`config.mk`:
```
export PLATFORM = sky130hd
export DESIGN_NAME = equalizer_mul_arbiter
export DESIGN_NICKNAME = d
export VERILOG_FILES = /design/src/rtl/equalizer_mul_arbiter.sv
export SDC_FILE = /design/constraint.sdc
export NUM_CORES = 1
export LEC_CHECK = 0
export ABC_AREA = 0
export CORE_UTILIZATION = 26
export DETAILED_ROUTE_END_ITERATION = 10
export PLACE_DENSITY = 0.77
export REMOVE_ABC_BUFFERS = 1
export SETUP_SLACK_MARGIN = 0.5
export SYNTH_ARGS = -nofsm -noshare
export SYNTH_HDL_FRONTEND = slang
export SYNTH_SLANG_ARGS = --single-unit
```
`constraint.sdc`:
```
create_clock -name clk -period 2 [get_ports clk]
set_input_delay 0.3 -clock clk [delete_from_list [all_inputs] [get_ports clk]]
set_output_delay 0.3 -clock clk [all_outputs]
set_load 0.01 [all_outputs]
```
`src/rtl/equalizer_mul_arbiter.sv`:
```
// Round-robin sharing of one pipelined signed multiplier among NUM_REQ requesters.
// Requester IDs ride a tag pipeline matched to the multiplier latency; backpressure freezes both via ce.
module equalizer_mul_arbiter #(
  parameter int NUM_REQ = 4,
  parameter int ID_W    = 2,
  parameter int A_W     = 19,
  parameter int B_W     = 7,
  parameter int P_W     = 26,
  parameter int MUL_LAT = 3
) (
  input  logic                   clk,
  input  logic                   reset,
  input  logic [NUM_REQ-1:0]     req_valid,
  output logic [NUM_REQ-1:0]     req_ready,
  input  logic [NUM_REQ*A_W-1:0] req_a,
  input  logic [NUM_REQ*B_W-1:0] req_b,
  output logic                   mul_ce,
  output logic [A_W-1:0]         mul_din0,
  output logic [B_W-1:0]         mul_din1,
  input  logic [P_W-1:0]         mul_dout,
  output logic                   res_valid,
  input  logic                   res_ready,
  output logic [ID_W-1:0]        res_id,
  output logic [P_W-1:0]         res_data,
  output logic                   busy
);

  logic [ID_W-1:0]    r_rr_ptr;
  logic [MUL_LAT-1:0] r_vld;
  logic [ID_W-1:0]    r_id [MUL_LAT];

  logic               w_grant_any;
  logic [ID_W-1:0]    w_grant_id;
  logic [ID_W-1:0]    w_cand;
  logic [ID_W-1:0]    w_ptr_nxt;

  assign res_valid = r_vld[MUL_LAT-1];
  assign res_id    = r_id[MUL_LAT-1];
  assign res_data  = mul_dout;
  assign busy      = |r_vld;
  // Only a valid result that cannot leave stalls; bubbles always drain.
  assign mul_ce    = ~(res_valid & ~res_ready);

  always_comb begin
    w_grant_any = 1'b0;
    w_grant_id  = '0;
    w_cand      = '0;
    if (mul_ce && !reset) begin
      for (int unsigned k = 0; k < NUM_REQ; k++) begin
        w_cand = ID_W'((32'(r_rr_ptr) + k) % NUM_REQ);
        if (!w_grant_any && req_valid[w_cand]) begin
          w_grant_any = 1'b1;
          w_grant_id  = w_cand;
        end
      end
    end
  end

  assign w_ptr_nxt = (w_grant_id == ID_W'(NUM_REQ - 1)) ? '0 : w_grant_id + 1'b1;

  always_comb begin
    req_ready = '0;
    mul_din0  = '0;
    mul_din1  = '0;
    if (w_grant_any) begin
      req_ready[w_grant_id] = 1'b1;
      mul_din0 = req_a[w_grant_id*A_W +: A_W];
      mul_din1 = req_b[w_grant_id*B_W +: B_W];
    end
  end

  always_ff @(posedge clk) begin
    if (reset) begin
      r_vld    <= '0;
      r_rr_ptr <= '0;
      for (int unsigned k = 0; k < MUL_LAT; k++) r_id[k] <= '0;
    end else if (mul_ce) begin
      r_vld[0] <= w_grant_any;
      r_id[0]  <= w_grant_id;
      for (int unsigned k = 1; k < MUL_LAT; k++) begin
        r_vld[k] <= r_vld[k-1];
        r_id[k]  <= r_id[k-1];
      end
      if (w_grant_any) r_rr_ptr <= w_ptr_nxt;
    end
  end

endmodule

```
==> impl_metrics.env <==
export IMPL_outcome="finished with violations"
export IMPL_violations="negative setup slack"
export IMPL_vias=2455
export IMPL_place_gp_congestion=0.913
export IMPL_max_stage_delay_ns=0.35
export IMPL_timing_final_ws_setup_ns=-0.290
export IMPL_drt_iter0_drc=55
export IMPL_yosysSeqAreaShare_pct=14.9
export IMPL_path_cells="nand3b_1, a21oi_1, o2111ai_4, buf_6, buf_12, buf_16, mux2i_1, buf_2"
export IMPL_tightest_slew_ns=0.309
export IMPL_netlist_area_sq_um=1880
export IMPL_fmax_mhz=437
export IMPL_first_pass_iters=4
export IMPL_clock_latency_ns=0.23
export IMPL_finalMaxSlewViolations=0
export IMPL_fin_util_pct=60.8
export IMPL_max_slew_margin_rel_pct=79.4
export IMPL_hpwl_um=6260
export IMPL_cts_buffer_depth=2
export IMPL_grt_setup_unrepaired="yes"
export IMPL_crit_type="flop to output port"
export IMPL_drc_errors=0
export IMPL_final_layout_size_suffix_gt1_share_pct=42.3
export IMPL_cp_start_kind="flop"
export IMPL_cts_tree="done"
export IMPL_die_area_sq_um=7590
export IMPL_diodes=0
export IMPL_grt_pass1_wl_um=13300
export IMPL_die_h_um=87.1
export IMPL_worstPathRequired_ns=1.70
export IMPL_finalHoldViolations=0
export IMPL_synth_edff_count=6
export IMPL_period_minus_slack_ns=2.29
export IMPL_h_tree_depth=1
export IMPL_chipWidth_um=87.1
export IMPL_power_w=0.00210
export IMPL_via_per_inst=4.86
export IMPL_yosys_area_top_type="mux2i_1"
export IMPL_syn_area_per_cell_sq_um=7.75
export IMPL_grt_max_degree=17
export IMPL_max_cap_violations=0
export IMPL_routed_wl_um=9220
export IMPL_grt_pass1_vias=2627
export IMPL_finClkSkew_ns=0.000229
export IMPL_ir_worst_vdd_mv=0.191
export IMPL_ant_nets=0
export IMPL_fillers=613
export IMPL_final_nets=551
export IMPL_hold_path_class="flop to flop"
export IMPL_crit_slowest_cell="dfxtp_4"
export IMPL_worstPathArrival_ns=1.99
export IMPL_crit_start="r_rr_ptr[1]"
export IMPL_p_leak_nw=1.97
export IMPL_cts_made_buffers=3
export IMPL_cts_num_sinks=11
export IMPL_synth_ff_type="edfxtp_1"
export IMPL_path_buf_inv=4
export IMPL_setup_viol_count_final=30
export IMPL_grt_overflow_total=0
export IMPL_hp_start="r_vld[1]"
export IMPL_async_reset_ff_share_pct=0
export IMPL_pin_count=198
export IMPL_syn_inst=243
export IMPL_routedWlPerCell_um=18.3
export IMPL_clkTransAtPathRegs_ns=0.05
export IMPL_crit_path_end_kind="output port"
export IMPL_ys_warn_count=0
export IMPL_port_buffer_count=145
export IMPL_synth_top_area_share_pct=13.8
export IMPL_cts_hold_buf=0
export IMPL_core_sq_um=6910
export IMPL_power_density_nw_per_um2=501
export IMPL_synthTopCellsByArea="mux2i_1 (14%), mux2_2 (14%), buf_4 (12%)"
export IMPL_area_growth_pct=123
export IMPL_root_buffer="clkbuf_8"
export IMPL_antenna_found_initial=0
export IMPL_rows=30
export IMPL_gr_usage_all_layers_pct=23.3
export IMPL_initial_utilization_pct=27.3
export IMPL_fin_crit_sh_pct=115
export IMPL_crit_family="buffers and inverters"
export IMPL_r2r_start="r_rr_ptr[1]"
export IMPL_crit_path_max_fanout=5
export IMPL_ys_ff_latch=11
export IMPL_synthDistinctLibCells=32
## synthesized netlist by cell type (3+ instances only)
library cell	instances
o21ai_0	3
and3_1	5
dfxtp_1	5
a21oi_1	5
ha_1	4
inv_1	9
buf_2	11
mux2_2	23
edfxtp_1	6
nand2b_1	3
mux2_1	3
and2_1	4
nor2_1	5
buf_4	30
a22oi_1	26
clkbuf_1	5
mux2i_1	26
nand2_1	53
## cell families (layout without fill, tap and decap cells)
logic type / count (synthesis) / count (layout) / share of synthesized area, %
compound gates: 43 / 43 / 16.7
fa+ha+maj: 4 / 4 / 2.66
buf+inv: 57 / 223 / 18.9
flops: 11 / 11 / 14.9
mux: 52 / 52 / 29.3
simple gates: 76 / 76 / 17.6
## routing by layer
metal	routed length (um)	global-route usage, %	share of wire (%)	vias to the layer above
met3	1250	12.5	14	16
met1	3270	23.1	35	1125
li1	-	-	-	1162
met2	4500	41.5	49	152
met4	207	7.60	2.2	0
met5	0	1.40	0	-
## what timing repair did
action,in CTS,in global routing
pin swaps,17,7
gates cloned,8,2
resized for setup,238,21
buffers inserted,27,2
endpoints found under the setup margin,37,36
## cell usage in the layout (no fill, tap or decap), drive strengths merged, types with 4 or more instances in the layout
| cell type | n |
|---|---|
| and2 | 4 |
| inv | 9 |
| a21oi | 5 |
| a22oi | 26 |
| clkdlybuf4s50 | 106 |
| nor2 | 5 |
| and3 | 5 |
| clkbuf | 7 |
| ha | 4 |
| buf | 97 |
| dfxtp | 5 |
| nand2 | 53 |
| mux2i | 26 |
| mux2 | 26 |
| edfxtp | 6 |
## worst min-delay path: stages (launching register included)
cell and delay, ns:
dfxtp_1 0.31, inv_1 0.06, a21oi_1 0.06
## where the power goes
part	switching, W	total [W]	internal, W	leakage, nW
Combinational	0.000642	0.00160	0.000956	1.84
Clock	0.0000781	0.000218	0.000140	0.0228
Sequential	0.0000199	0.000288	0.000269	0.114
## sequential cells by signal (all words and copies together) (netlist names)
name,cells
r_vld,3
r_rr_ptr,2
r_id,6
## final cells by class
| class | count | area, sq um | area share, % |
|---|---|---|---|
| clock buffers | 4 | 45.0 | 1.07 |
| inverters | 9 | 38.8 | 0.923 |
| multi-input cells | 175 | 1510 | 35.9 |
| flip-flops and latches | 11 | 289 | 6.88 |
| well taps | 96 | 120 | 2.86 |
| repair buffers | 210 | 2200 | 52.4 |
## path summary, 6_finish.rpt
check	cells after the start	slack [ns]	to
worst min register to register	2	0.46	r_vld[2]
worst max-delay path	8	-0.29	mul_din0[16]
worst min-delay path	2	0.46	r_vld[2]
worst max register to register	9	0.15	r_rr_ptr[1]
## through the flow
step	instances	cell area [sq um]	setup WS (ns)	setup TNS, ns	hold WS, ns
6_report	505	4200	-0.290	-7.27	0.462
5_1_grt	505	4200	-0.397	-10.13	0.488
4_1_cts	501	4060	-0.269	-6.93	0.469
3_5_place_dp	462	3420	-0.998	-28.50	0.460
3_3_place_gp	462	3420	-0.940	-27.08	0.447
2_1_floorplan	195	1560	-1.63	-46.32	0.369
Power figures use the tool's default switching activity.
